--- src/rtl/append_preamble.sv ---
// Prepends PREAMBLE_BYTES x 0x55 plus an SFD (0xD5) to every AXI-Stream frame,
// passes the payload through with zero latency, then holds off for IFG_CYCLES.
module append_preamble #(
    parameter int PREAMBLE_BYTES = 7,
    parameter int IFG_CYCLES     = 12
) (
    input  logic       clock,
    input  logic       aresetn,
    input  logic [7:0] saxis_tdata,
    input  logic       saxis_tvalid,
    output logic       saxis_tready,
    input  logic       saxis_tuser,
    input  logic       saxis_tlast,
    output logic [7:0] maxis_tdata,
    output logic       maxis_tvalid,
    input  logic       maxis_tready,
    output logic       maxis_tuser,
    output logic       maxis_tlast
);
    typedef enum logic [2:0] {S_IDLE, S_PREAMBLE, S_SFD, S_DATA, S_GAP} state_t;

    localparam logic [7:0] PRE_LAST = 8'(PREAMBLE_BYTES - 1);
    localparam logic [7:0] GAP_LAST = 8'((IFG_CYCLES > 0) ? IFG_CYCLES - 1 : 0);

    state_t     r_state;
    logic [7:0] r_cnt;
    logic       w_out_hs;

    assign w_out_hs = maxis_tvalid && maxis_tready;

    always_ff @(posedge clock) begin
        if (!aresetn) begin
            r_state <= S_IDLE;
            r_cnt   <= '0;
        end else begin
            case (r_state)
                S_IDLE: begin
                    // The pending upstream byte is left in place until DATA.
                    if (saxis_tvalid) begin
                        r_state <= S_PREAMBLE;
                        r_cnt   <= '0;
                    end
                end
                S_PREAMBLE: begin
                    if (w_out_hs) begin
                        if (r_cnt == PRE_LAST) begin
                            r_state <= S_SFD;
                            r_cnt   <= '0;
                        end else begin
                            r_cnt <= r_cnt + 8'd1;
                        end
                    end
                end
                S_SFD: begin
                    if (w_out_hs) begin
                        r_state <= S_DATA;
                        r_cnt   <= '0;
                    end
                end
                S_DATA: begin
                    if (w_out_hs && saxis_tlast) begin
                        r_state <= (IFG_CYCLES == 0) ? S_IDLE : S_GAP;
                        r_cnt   <= '0;
                    end
                end
                S_GAP: begin
                    // Counts wall-clock cycles; downstream backpressure is irrelevant here.
                    if (r_cnt == GAP_LAST) begin
                        r_state <= S_IDLE;
                        r_cnt   <= '0;
                    end else begin
                        r_cnt <= r_cnt + 8'd1;
                    end
                end
                default: begin
                    r_state <= S_IDLE;
                    r_cnt   <= '0;
                end
            endcase
        end
    end

    always_comb begin
        saxis_tready = 1'b0;
        maxis_tvalid = 1'b0;
        maxis_tdata  = 8'h00;
        maxis_tuser  = 1'b0;
        maxis_tlast  = 1'b0;
        case (r_state)
            S_PREAMBLE: begin
                maxis_tvalid = 1'b1;
                maxis_tdata  = 8'h55;
            end
            S_SFD: begin
                maxis_tvalid = 1'b1;
                maxis_tdata  = 8'hD5;
            end
            S_DATA: begin
                saxis_tready = maxis_tready;
                maxis_tvalid = saxis_tvalid;
                maxis_tdata  = saxis_tdata;
                maxis_tuser  = saxis_tuser;
                maxis_tlast  = saxis_tlast;
            end
            default: begin
            end
        endcase
    end
endmodule

--- config.mk ---
export PLATFORM = sky130hd
export DESIGN_NAME = append_preamble
export DESIGN_NICKNAME = d
export VERILOG_FILES = /design/src/rtl/append_preamble.sv
export SDC_FILE = /design/constraint.sdc
export NUM_CORES = 1
export LEC_CHECK = 0
export CORE_ASPECT_RATIO = 1.2
export CORE_MARGIN = 5
export CORE_UTILIZATION = 30
export CTS_CLUSTER_DIAMETER = 60
export CTS_CLUSTER_SIZE = 40
export DETAILED_ROUTE_END_ITERATION = 16
export DONT_BUFFER_PORTS = 1
export REMOVE_ABC_BUFFERS = 1
export SYNTH_ARGS = -nofsm -noshare
export SYNTH_HDL_FRONTEND = slang
export SYNTH_SLANG_ARGS = --single-unit
--- constraint.sdc ---
create_clock -name clock -period 3.3 [get_ports clock]
set_input_delay 0.33 -clock clock [delete_from_list [all_inputs] [get_ports clock]]
set_output_delay 0.33 -clock clock [all_outputs]
set_load 0.02 [all_outputs]
==> run_results.csv <==
group,metric,value,unit
synth,synthCells,101,
synth,synthAdderAreaFrac,3.13,%
synth,synth-simple-area-share,31.3,%
placement,dpl.hpwl,1430,um
worst_setup_path,reg2reg_to,"r_state[1]",
cells_and_area,n_antenna_cell,0,
placement,dp_slack,1360,ps
timing,fin_crit_sh,59.9,%
route,dr.pass1.iters,4,
pwr,p_int,0.280,mW
pwr,p_sw_share,48.2,%
timing,post-route-min-period,1980,ps
timing,hold_violations,0,
placement,gp_congestion,0.879,
grt,grt_pass1_wl,3230,um
cells_and_area,final_common_cell,"nand2_1",
synth,synthMuxAreaShare,1.25,%
hold_path,min_path_cells,2,
cells_and_area,layout.cells.non_filler,134,
cells_and_area,ff_latch_area,220,sq um
synth,ys.warnings.count,0,
synth,synth_top_family_by_area,"compound AO/OA/AOI/OAI gates",
timing,finalHoldWorstSlack,203,ps
clock_network,clk_latency,280,ps
clock_network,cts_hold_buf,0,
die,core_area,2550,sq um
pwr,power_frac_comb,50.2,%
worst_setup_path,path_max_fanout,9,
worst_setup_path,critPathKind,"reg2out",
timing,setup-tns-final,0,ps
die,die-area,3800,sq um
worst_setup_path,worstReg2RegStart,"r_cnt[5]",
timing,setup_viol,0,
pwr,power.total,0.540,mW
route,wl,1910,um
route,routedWlPerCell,14.3,um
worst_setup_path,ff2ff_path_depth,5,
clock_network,clk_pin_slew,70,ps
timing,worstMarginPinSlew,825,ps
die,initial_core_util,31.3,%
synth,synth_xor_area_share,0,%
die,io_pins,26,
clock_network,htree_levels,1,
synth,synth_seq_cells,11,
clock_network,clockRootBuffer,"clkbuf_4",
pwr,power_density,635,nW/um^2
cells_and_area,fin_nets,118,
cells_and_area,fillers,283,
timing,setup_ws,1320,ps
worst_setup_path,arrival,1650,ps
clock_network,cts_buffers,3,
die,chipHeight,66.6,um
die,die-width,57.1,um
pwr,peakVddDrop,252,uV
route,ant_nets,0,
placement,post_dp_cell_area,825,sq um
grt,antenna_found_initial,0,
cells_and_area,final_cell_mix,"nand2_1 (13), dfxtp_1 (11), a21oi_1 (8)",
route,drc,0,
clock_network,cts_tree,"done",
cells_and_area,drive_gt1_share,8.91,%
pwr,power_leakage,0.297,nW
route,drt_iter0_markers,29,
synth,syn_area,800,sq um
hold_path,min_to,"r_state[0]",
grt,grt_pass1_vias,713,
timing,max_slew_margin,44.6,%
route,vias_per_cell,5.71,
synth,ys_seq_area_share,27.5,%
hold_path,min_path_type,"in2reg",
timing,finalMaxSlewViolations,0,
grt,grt_max_degree,12,
timing,rsz0062_at_grt,"no",
worst_setup_path,crit_required,2970,ps
pwr,power_frac_clock,17.8,%
grt,track_usage,11.0,%
synth,synth_compound_area_share,32.9,%
route,routed-via-count,765,
clock_network,cts_resized,0,
worst_setup_path,worst_setup_path_start_kind,"flip-flop",
cells_and_area,finish.utilization,33.3,%
pwr,p_sw,0.261,mW
clock_network,postCtsSetupBuffers,0,
pwr,seq_power_share,32.0,%
clock_network,cts.sinks,11,
worst_setup_path,rrSetupSlack,1340,ps
worst_setup_path,cp-end-kind,"output port",
cells_and_area,area_growth,6.42,%
die,rows,20,
timing,skew,2.16,ps
cells_and_area,postLayoutCellArea,851,sq um
placement,dp_cells,130,
job,max_cap_viol_count,0,
cells_and_area,multi_input_area,548,sq um
clock_network,cts_buffer_depth,2,
worst_setup_path,startpoint,"r_state[1]",
placement,io_buffers,0,
synth,synth_area_per_cell,7.92,sq um
outcome,status,"completed",
hold_path,hold_start,"aresetn",
timing,fmax,506,MHz
grt,grt-ovfl-total,0,
synth,yosysUniqueCellTypes,36,
## worst max-delay path, cell delays in order (launching register included)
cell and delay [ps]:
dfxtp_1 540, nand2_1 210, nor2_1 320, and2_1 300
## power by group through the flow
stage	combinational (mW)	clock, mW	sequential, mW
floorplan	0.232	0	0.169
global placement	0.271	0	0.176
detailed placement	0.274	0	0.176
CTS	0.275	0.104	0.173
global route	0.298	0.105	0.176
finish	0.271	0.0962	0.173
## how the worst max path moves through the flow
stage	slack (ps)	cells after the start	end
6_report	1320	3	maxis_tdata[5]
5_1_grt	1140	5	r_cnt[2]
4_1_cts	1310	3	saxis_tready
3_5_place_dp	1360	5	r_state[1]
3_3_place_gp	1410	5	r_state[1]
2_1_floorplan	1480	5	r_state[1]
## cells in the mapped netlist (all sizes together)
library cell | count | area [sq um]
nand4b | 3 | 26.3
a2bb2oi | 2 | 17.5
a21oi | 8 | 40.0
nor3b | 2 | 20.0
clkbuf | 3 | 11.3
nand3 | 5 | 25.0
dfxtp | 11 | 220
nor2 | 7 | 26.3
nand2b | 1 | 6.26
inv | 3 | 11.3
a31oi | 2 | 12.5
nand2 | 14 | 60.1
ha | 2 | 25.0
and3 | 3 | 18.8
or3 | 1 | 6.26
o31ai | 3 | 41.3
o311ai | 2 | 35.0
or4 | 1 | 11.3
a21boi | 1 | 7.51
o41ai | 2 | 17.5
and2 | 6 | 37.5
mux2i | 1 | 10.0
o211a | 1 | 10.0
nand3b | 1 | 7.51
nor3 | 1 | 5.00
o211ai | 1 | 7.51
o21a | 5 | 37.5
o22ai | 1 | 6.26
o21ai | 6 | 30.0
clkinv | 1 | 3.75
buf | 1 | 5.00
## final cells by class
class	count	share of cell area [%]
Tap cell	33	4.85
Clock buffer	4	3.09
Inverter	4	1.76
Sequential cell	11	25.9
Multi-Input combinational cell	82	64.4
## sequential cells by signal, summed over array words and instances (netlist names)
name,cells
r_state,3
r_cnt,8
## per-layer routing
metal  vias to the layer above  track usage [%]  wire [um]
met1                       336             13.2        844
met4                         0             7.54         49
met3                         5             3.29        232
met2                        48             16.6        788
li1                        376                -          -
met5                         -                0          0
## cell families after synthesis
family,after synthesis
and+or+nand+nor,45
AOI/OAI and AO/OA,34
DFF,11
buffers and inverters,8
adders and majority gates,2
muxes,1
No activity file was read; power rests on OpenSTA's default activity.
